--- config.mk ---
export PLATFORM = sky130hd
export DESIGN_NAME = instr_mem_loadable_flat
export DESIGN_NICKNAME = d
export VERILOG_FILES = /design/src/rtl/instr_mem_loadable_if.sv /design/src/rtl/instr_mem_loadable.sv /design/src/flat_wrapper.sv
export SDC_FILE = /design/constraint.sdc
export NUM_CORES = 2
export LEC_CHECK = 0
export CAP_MARGIN = 10
export CORE_AREA = 2 2 416 418
export CTS_CLUSTER_DIAMETER = 120
export CTS_CLUSTER_SIZE = 28
export DETAILED_ROUTE_END_ITERATION = 7
export DIE_AREA = 0 0 418 420
export GPL_TIMING_DRIVEN = 0
export PLACE_DENSITY = 0.76
export RECOVER_POWER = 50
export SLEW_MARGIN = 20
export SYNTH_ARGS = -nofsm -noshare
export SYNTH_HDL_FRONTEND = slang
export SYNTH_SLANG_ARGS = --single-unit
--- constraint.sdc ---
create_clock -name clk -period 6.3 [get_ports clk]
set_input_delay 1.575 -clock clk [delete_from_list [all_inputs] [get_ports clk]]
set_output_delay 1.575 -clock clk [all_outputs]
set_load 0.05 [all_outputs]
--- src/rtl/instr_mem_loadable_if.sv ---
// Fetch and program-load bus of the loadable instruction memory.
// master = PC/fetch logic plus boot loader, slave = the memory block.
interface instr_mem_loadable_if #(
    parameter int INST_W = 9,
    parameter int PC_W   = 16
);
    logic [PC_W-1:0]   pc;
    logic              fetch_en;
    logic              stall;
    logic [INST_W-1:0] instruction;
    logic              inst_valid;

    logic              ld_start;
    logic [PC_W-1:0]   ld_base;
    logic              ld_valid;
    logic [INST_W-1:0] ld_data;
    logic              ld_last;
    logic              ld_ready;
    logic              ld_done;
    logic [PC_W-1:0]   ld_count;
    logic              ld_overflow;
    logic              busy;

    modport master (
        output pc, fetch_en, stall, ld_start, ld_base, ld_valid, ld_data, ld_last,
        input  instruction, inst_valid, ld_ready, ld_done, ld_count, ld_overflow, busy
    );

    modport slave (
        input  pc, fetch_en, stall, ld_start, ld_base, ld_valid, ld_data, ld_last,
        output instruction, inst_valid, ld_ready, ld_done, ld_count, ld_overflow, busy
    );
endinterface

--- src/rtl/instr_mem_loadable.sv ---
// Loadable instruction memory: registered fetch port, handshaked sequential
// program load, and a written-bitmap so unloaded words fetch HALT_WORD.
module instr_mem_loadable #(
    parameter int                INST_W    = 9,
    parameter int                PC_W      = 16,
    parameter int                ADDR_W    = 8,
    parameter logic [INST_W-1:0] HALT_WORD = 9'h1A0
) (
    input logic                  clk,
    input logic                  rst,
    instr_mem_loadable_if.slave  bus
);
    localparam int DEPTH = 2 ** ADDR_W;
    localparam logic [PC_W:0] DEPTH_CNT = (PC_W + 1)'(DEPTH);

    typedef enum logic [1:0] {RUN, LOAD, DONE} state_t;

    state_t            state;
    logic [ADDR_W-1:0] wptr;
    logic [DEPTH-1:0]  written;
    logic [INST_W-1:0] mem [DEPTH];

    logic              accept;
    logic [ADDR_W-1:0] rd_idx;
    logic              rd_hit;

    assign accept = bus.ld_valid && bus.ld_ready;
    assign rd_idx = bus.pc[ADDR_W-1:0];
    assign rd_hit = ((bus.pc >> ADDR_W) == '0) && written[rd_idx];

    // Storage is deliberately not reset; the bitmap alone decides validity.
    always_ff @(posedge clk) begin
        if (accept) begin
            mem[wptr] <= bus.ld_data;
        end
    end

    always_ff @(posedge clk) begin
        if (rst) begin
            state           <= RUN;
            wptr            <= '0;
            written         <= '0;
            bus.ld_ready    <= 1'b0;
            bus.ld_done     <= 1'b0;
            bus.ld_count    <= '0;
            bus.ld_overflow <= 1'b0;
            bus.busy        <= 1'b0;
            bus.instruction <= HALT_WORD;
            bus.inst_valid  <= 1'b0;
        end else begin
            bus.ld_done <= 1'b0;
            case (state)
                RUN: begin
                    if (bus.ld_start) begin
                        state           <= LOAD;
                        wptr            <= bus.ld_base[ADDR_W-1:0];
                        bus.ld_count    <= '0;
                        bus.ld_overflow <= 1'b0;
                        bus.ld_ready    <= 1'b1;
                        bus.busy        <= 1'b1;
                    end
                end
                LOAD: begin
                    if (accept) begin
                        written[wptr] <= 1'b1;
                        wptr          <= wptr + 1'b1;
                        if (bus.ld_count != '1) begin
                            bus.ld_count <= bus.ld_count + 1'b1;
                        end
                        // Pre-increment count >= DEPTH means this is word DEPTH+1 or later.
                        if ({1'b0, bus.ld_count} >= DEPTH_CNT) begin
                            bus.ld_overflow <= 1'b1;
                        end
                        if (bus.ld_last) begin
                            state        <= DONE;
                            bus.ld_ready <= 1'b0;
                            bus.ld_done  <= 1'b1;
                        end
                    end
                end
                DONE: begin
                    state    <= RUN;
                    bus.busy <= 1'b0;
                end
                default: state <= RUN;
            endcase

            if (!bus.stall) begin
                if (state == RUN && bus.fetch_en) begin
                    bus.inst_valid  <= 1'b1;
                    bus.instruction <= rd_hit ? mem[rd_idx] : HALT_WORD;
                end else begin
                    bus.inst_valid  <= 1'b0;
                    bus.instruction <= HALT_WORD;
                end
            end
        end
    end
endmodule

--- src/flat_wrapper.sv ---
// flat-port wrapper written by rule: the top's interface ports become plain ports
module instr_mem_loadable_flat 
#(
    parameter int                INST_W    = 9,
    parameter int                PC_W      = 16,
    parameter int                ADDR_W    = 8,
    parameter logic [INST_W-1:0] HALT_WORD = 9'h1A0
)
  (clk, rst, bus_pc, bus_fetch_en, bus_stall, bus_ld_start, bus_ld_base, bus_ld_valid, bus_ld_data, bus_ld_last, bus_instruction, bus_inst_valid, bus_ld_ready, bus_ld_done, bus_ld_count, bus_ld_overflow, bus_busy);
  instr_mem_loadable_if #(.INST_W(INST_W), .PC_W(PC_W)) bus_i ();
  input logic clk;
  input logic rst;
  input wire logic [$bits(bus_i.pc)-1:0] bus_pc;
  input wire logic [$bits(bus_i.fetch_en)-1:0] bus_fetch_en;
  input wire logic [$bits(bus_i.stall)-1:0] bus_stall;
  input wire logic [$bits(bus_i.ld_start)-1:0] bus_ld_start;
  input wire logic [$bits(bus_i.ld_base)-1:0] bus_ld_base;
  input wire logic [$bits(bus_i.ld_valid)-1:0] bus_ld_valid;
  input wire logic [$bits(bus_i.ld_data)-1:0] bus_ld_data;
  input wire logic [$bits(bus_i.ld_last)-1:0] bus_ld_last;
  output wire logic [$bits(bus_i.instruction)-1:0] bus_instruction;
  output wire logic [$bits(bus_i.inst_valid)-1:0] bus_inst_valid;
  output wire logic [$bits(bus_i.ld_ready)-1:0] bus_ld_ready;
  output wire logic [$bits(bus_i.ld_done)-1:0] bus_ld_done;
  output wire logic [$bits(bus_i.ld_count)-1:0] bus_ld_count;
  output wire logic [$bits(bus_i.ld_overflow)-1:0] bus_ld_overflow;
  output wire logic [$bits(bus_i.busy)-1:0] bus_busy;
  assign bus_i.pc = bus_pc;
  assign bus_i.fetch_en = bus_fetch_en;
  assign bus_i.stall = bus_stall;
  assign bus_i.ld_start = bus_ld_start;
  assign bus_i.ld_base = bus_ld_base;
  assign bus_i.ld_valid = bus_ld_valid;
  assign bus_i.ld_data = bus_ld_data;
  assign bus_i.ld_last = bus_ld_last;
  assign bus_instruction = bus_i.instruction;
  assign bus_inst_valid = bus_i.inst_valid;
  assign bus_ld_ready = bus_i.ld_ready;
  assign bus_ld_done = bus_i.ld_done;
  assign bus_ld_count = bus_i.ld_count;
  assign bus_ld_overflow = bus_i.ld_overflow;
  assign bus_busy = bus_i.busy;
  instr_mem_loadable #(.INST_W(INST_W), .PC_W(PC_W), .ADDR_W(ADDR_W), .HALT_WORD(HALT_WORD)) u_core (.clk(clk), .rst(rst), .bus(bus_i));
endmodule
* Word-level counts from Yosys, hierarchy flattened
Memory sizes are Yosys's and may differ from the RTL's. Index checks and enable logic that the tools add are counted.
Operators by class: magnitude comparators 4, reduce and logical (&&, ||, !) cells 16, shift operators 0, add/sub/neg operators 2, mux-type cells 30, equality and inequality tests 8, div/mod/pow operators 0, $mul 0, bitwise logic cells 3
Operators with widths (count):
- OR 256 bit | 1
- two-way mux 16 bit | 3
- one-hot mux 16 bit (2 select lines) | 1
- < comparator 8 x 9 -> 1 bit, second input constant | 2
- two-way mux 9 bit | 2
- adder 16 x 1 -> 16 bit, second input constant | 1
- >= comparator 16 x 9 -> 1 bit, second input constant | 1
- logical NOT 16 bit | 1
- two-way mux 8 bit | 2
- inequality test 16 bit, second input constant | 1
- one-hot mux 8 bit (2 select lines) | 1
- two-way mux 1 bit | 12
- AND reduction 4 bit | 3
- adder 8 x 1 -> 8 bit, second input constant | 1
- binary-select mux 1 bit (select 8 bit) | 1
- demux 1 bit (select 8 bit) | 1
- >= comparator 8 x 1 -> 1 bit, second input constant | 1
- two-way mux 2 bit | 3
- inequality test 2 x 1 -> 1 bit, second input constant | 3
- one-hot mux 1 bit (2 select lines) | 3
- AND reduction 3 bit | 2
- logical AND 1 bit | 4
- inequality test 2 bit, second input constant | 2
- one-hot mux 2 bit (2 select lines) | 1
- other kinds (7) | 10
Word-level totals: flip-flop bits (word level) 296, word-level logic and storage cells 74, RAM bits 2304, bits of input ports 48, output and inout bits 30, memories 1, bits in latches 0, memory bits (read-only) 0
Memory list:
- u_core.mem | words 256, bits a word 9, read ports 1, clocked after Yosys merged registers in 0, wr ports 1, RTL line instr_mem_loadable.sv:21 | logic [INST_W-1:0] mem [DEPTH];

* Depth between registers and ports, before layout
depth in word-level cells 5, depth in mapped cells 15

* Worst setup path before layout
Ideal clock, no wire load.
path type input port to flip-flop, from in bus_pc[0], to reg u_core.bus.instruction[5], library setup time 0.139 ns, data arrival time 3.739 ns, stages on the path 10, path buffers 4, setup slack 2.422 ns, cell sequence buf_6 buf_4 buf_4 buf_4 mux4_2 mux4_2 o22ai_1 nor3_1 o22ai_1 o22ai_1
Between the ends: longest elaborated chain between the ends 5
Ends and longest elaborated chain:
- start, declared | RTL line flat_wrapper.sv:13 | input wire logic [$bits(bus_i.pc)-1:0] bus_pc;
- binary-select mux 1 bit (select 8 bit) | RTL line instr_mem_loadable.sv:29 | assign rd_hit = ((bus.pc >> ADDR_W) == '0) && written[rd_idx];
- two-way mux 1 bit (implied by the code) | RTL line instr_mem_loadable.sv:29
- logical AND 1 bit | RTL line instr_mem_loadable.sv:29
- two-way mux 9 bit (*) | RTL line instr_mem_loadable.sv:91 | bus.instruction <= rd_hit ? mem[rd_idx] : HALT_WORD;
- two-way mux 9 bit (*) | RTL line instr_mem_loadable.sv:89 | if (state == RUN && bus.fetch_en) begin
- end signal, assigned | RTL line instr_mem_loadable.sv:91
- end, declared | RTL line instr_mem_loadable_if.sv:31 | output instruction, inst_valid, ld_ready, ld_done, ld_count, ld_overflow, busy
Every way passes the cells marked *; elsewhere a longest branch is shown, timed or not. The select of a mux whose other input is x is not followed. A chain may end at the register's enable or synchronous reset.

* Worst setup path in the final report
from in bus_pc[2], to reg u_core.bus.instruction[0]
Same word-level chain as after synthesis.

==> impl_metrics.py <==
metrics = {
    "final_layout": {
        "n_fill_cell": 11660,
        "layout.cells.non_filler": 8069,
        "drive_above_1_share_pct": 17.75,
        "syn_to_final_growth_pct": 7.195,
        "final_core_util_pct": 63.97,
        "nets": 5812,
        "postLayoutCellArea_mm2": 0.1094,
    },
    "floorplan": {
        "start_util_pct": 59.68,
        "coreArea_mm2": 0.1710,
        "die-area_mm2": 0.1756,
        "die_w_um": 418,
        "die_h_um": 420,
        "rows": 152,
        "num_io_pins": 78,
    },
    "sta": {
        "fin_skew_ns": 0.05018,
        "fmax_mhz": 150.6,
        "finalMaxSlewViolations": 1803,
        "worstMarginPinSlew_ns": 5.823,
        "final_hold_viol_count": 0,
        "fin_crit_ns": 6.641,
        "finalSetupViolCount": 7,
        "worst_hold_slack_ns": 0.4693,
        "setup_slack_ns": -0.3406,
        "tns_ns": -1.544,
        "rsz0062_at_grt": "no",
        "slew_headroom_pct": -288.2,
        "post-route-period-util_pct": 105.4,
    },
    "clocking": {
        "cts_tree": "yes",
        "clk_pin_slew_ns": 0.11,
        "htree_levels": 3,
        "clock-sinks": 2600,
        "clockRootBuffer": "clkbuf_16",
        "numCtsBuffers": 103,
        "cts_resized": 8,
        "clock_latency_ns": 0.84,
        "cts_hold_buf": 0,
        "clock_path_buffers": 3,
        "post_cts_buffers": 0,
    },
    "detailed_routing": {
        "wl_um": 389800,
        "drtIter0Drc": 13400,
        "remaining_drc_errors": 16,
        "post_drt_wl_per_cell_um": 48.31,
        "drtAntennaViolNets": 0,
        "viasPerCell": 7.755,
        "via_count": 62580,
        "drt_pass1_iterations": 8,
    },
    "synthesis": {
        "avgSynthCellArea_um2": 18.39,
        "synth-edff-count": 2304,
        "synthFlopType": "edfxtp_1",
        "netlist.area_leader.share_pct": 67.81,
        "synth_largest_area_cell": "edfxtp_1",
        "ys_seq_area_share_pct": 73.61,
        "synthCells": 5547,
        "syn-cell-area_mm2": 0.1020,
        "synth_warnings": 0,
        "yosysUniqueCellTypes": 70,
        "syn_nets": 5601,
        "synth_common_cells": "2304 x edfxtp_1, 616 x nor2_1, 520 x mux4_2",
        "synth_most_common_cell": "edfxtp_1",
        "ys_ff_latch": 2600,
        "synth-async-reset-ratio_pct": 0,
        "synthTopCellsByArea": "edfxtp_1 68%, mux4_2 11%, dfxtp_1 5.8%, mux2i_1 3.3%, nor2_1 2.3%",
    },
    "hold_path": {
        "hold_class": "flip-flop to flip-flop",
        "hp-start": "u_core.written[30]",
    },
    "placed_design": {
        "dpl_cell_area_mm2": 0.1068,
        "hpwlAfterDp_um": 260200,
        "place_inst": 7890,
        "gp_congestion": 1.072,
        "pre_cts_slack_ns": -1.628,
        "io_buffers": 66,
    },
    "global_routing": {
        "busiest_layer": "met2",
        "use_met2_pct": 60.55,
        "grt_use_met3_pct": 20.64,
        "antenna_found_initial": 41,
        "grt_pass1_wl_um": 507500,
        "grt.total_usage_pct": 44.49,
        "grt_overflow": 0,
        "grt_pass1_vias": 56640,
        "grt_util_met1_pct": 56.15,
        "grt_max_degree": 141,
    },
    "setup_path": {
        "start_kind": "primary input",
        "startpoint": "bus_pc[2]",
        "worstPathArrival_ns": 7.35,
        "endpoint_kind": "flip-flop",
        "cp_max_fo": 10,
        "r2r_start": "u_core.wptr[2]",
        "cp.required_ns": 7.01,
        "crit_type": "primary input to flip-flop",
    },
    "power_and_ir_drop": {
        "vdd_ir_drop_max_mv": 0.2982,
        "total_power_mw": 29.73,
        "p_leak_nw": 34.30,
        "power_density_mw_per_mm2": 271.8,
    },
    "flow_run": {
        "maxCapViolations": 18,
    },
    "run_status": {
        "outcome": "complete, but fails checks",
        "violations": "design-rule violations, max-capacitance violations, max-slew violations, negative setup slack",
    },
}
[kinds of logic (layout without fill, tap and decap cells)]
logic type / after synthesis / after routing / share of synthesized area, %
AOI/OAI and AO/OA: 720 / 720 / 4.521
xor gates and xnor gates: 14 / 14 / 0.1202
adders and majority gates: 6 / 6 / 0.07357
other: 0 / 26 / 0
muxes: 885 / 885 / 15.43
buffers and inverters: 388 / 651 / 2.384
DFF: 2600 / 2600 / 73.61
and+or+nand+nor: 934 / 934 / 3.854
[worst max-delay path: stages]
cell and delay (ns):
clkdlybuf4s50_1 0.66, buf_4 0.32, nor2b_2 0.77, clkbuf_2 0.83, clkbuf_1 1.02, a221oi_1 0.26
a21oi_1 0.24, o22ai_1 0.32, a211o_1 0.33, a41oi_1 0.58, nand4_1 0.17, a22o_1 0.24
[cell type report]
type	instances	area [um^2]	area share (%)
buffer	373	2477	2.265
clock inverter	7	76.32	0.06978
antenna	26	65.06	0.05948
multi-input combinational	2559	24760	22.64
timing repair buffer	110	1230	1.124
clock buffer	150	2818	2.576
sequential	2600	75110	68.67
inverter	11	41.29	0.03775
tap	2233	2794	2.554
[power by group]
group	switching (mW)	internal, mW
sequential	0.0109	18.8
clock	5.27	3.15
combinational	1.89	0.653
[cell usage in the layout, fill, tap and decap left out, drive strengths merged, types with 35 or more instances in the layout]
master and count:
buf 204, nand3 36, a21oi 304, clkdlybuf4s50 54
o21ai 111, a22oi 35, a221oi 124, clkbuf 371
nor2 616, edfxtp 2304, mux2i 335, nor3 49
mux4 543, nand2 115, dfxtp 296
[sequential cells by signal, indices dropped and copies added (netlist names)]
register and cells:
u_core.bus.busy 1, u_core.bus.inst_valid 1, u_core.bus.instruction 9, u_core.bus.ld_count 16, u_core.bus.ld_done 1, u_core.bus.ld_overflow 1
u_core.bus.ld_ready 1, u_core.mem 2304, u_core.state 2, u_core.wptr 8, u_core.written 256
[worst paths after layout]
kind                               end  slack, ns  cells after the start
max          u_core.bus.instruction[0]      -0.34                     12
min                 u_core.written[30]       0.47                      2
max reg2reg         u_core.mem[206][8]       1.99                      6
min reg2reg         u_core.written[30]       0.47                      2
[metal layers]
| layer | vias to the layer above | part of all wire, % |
|---|---|---|
| met5 | - | 0.17 |
| met4 | 44 | 9.2 |
| met3 | 1565 | 18 |
| met2 | 6683 | 41 |
| met1 | 31660 | 32 |
| li1 | 22630 | - |
Power figures use the tool's default switching activity.
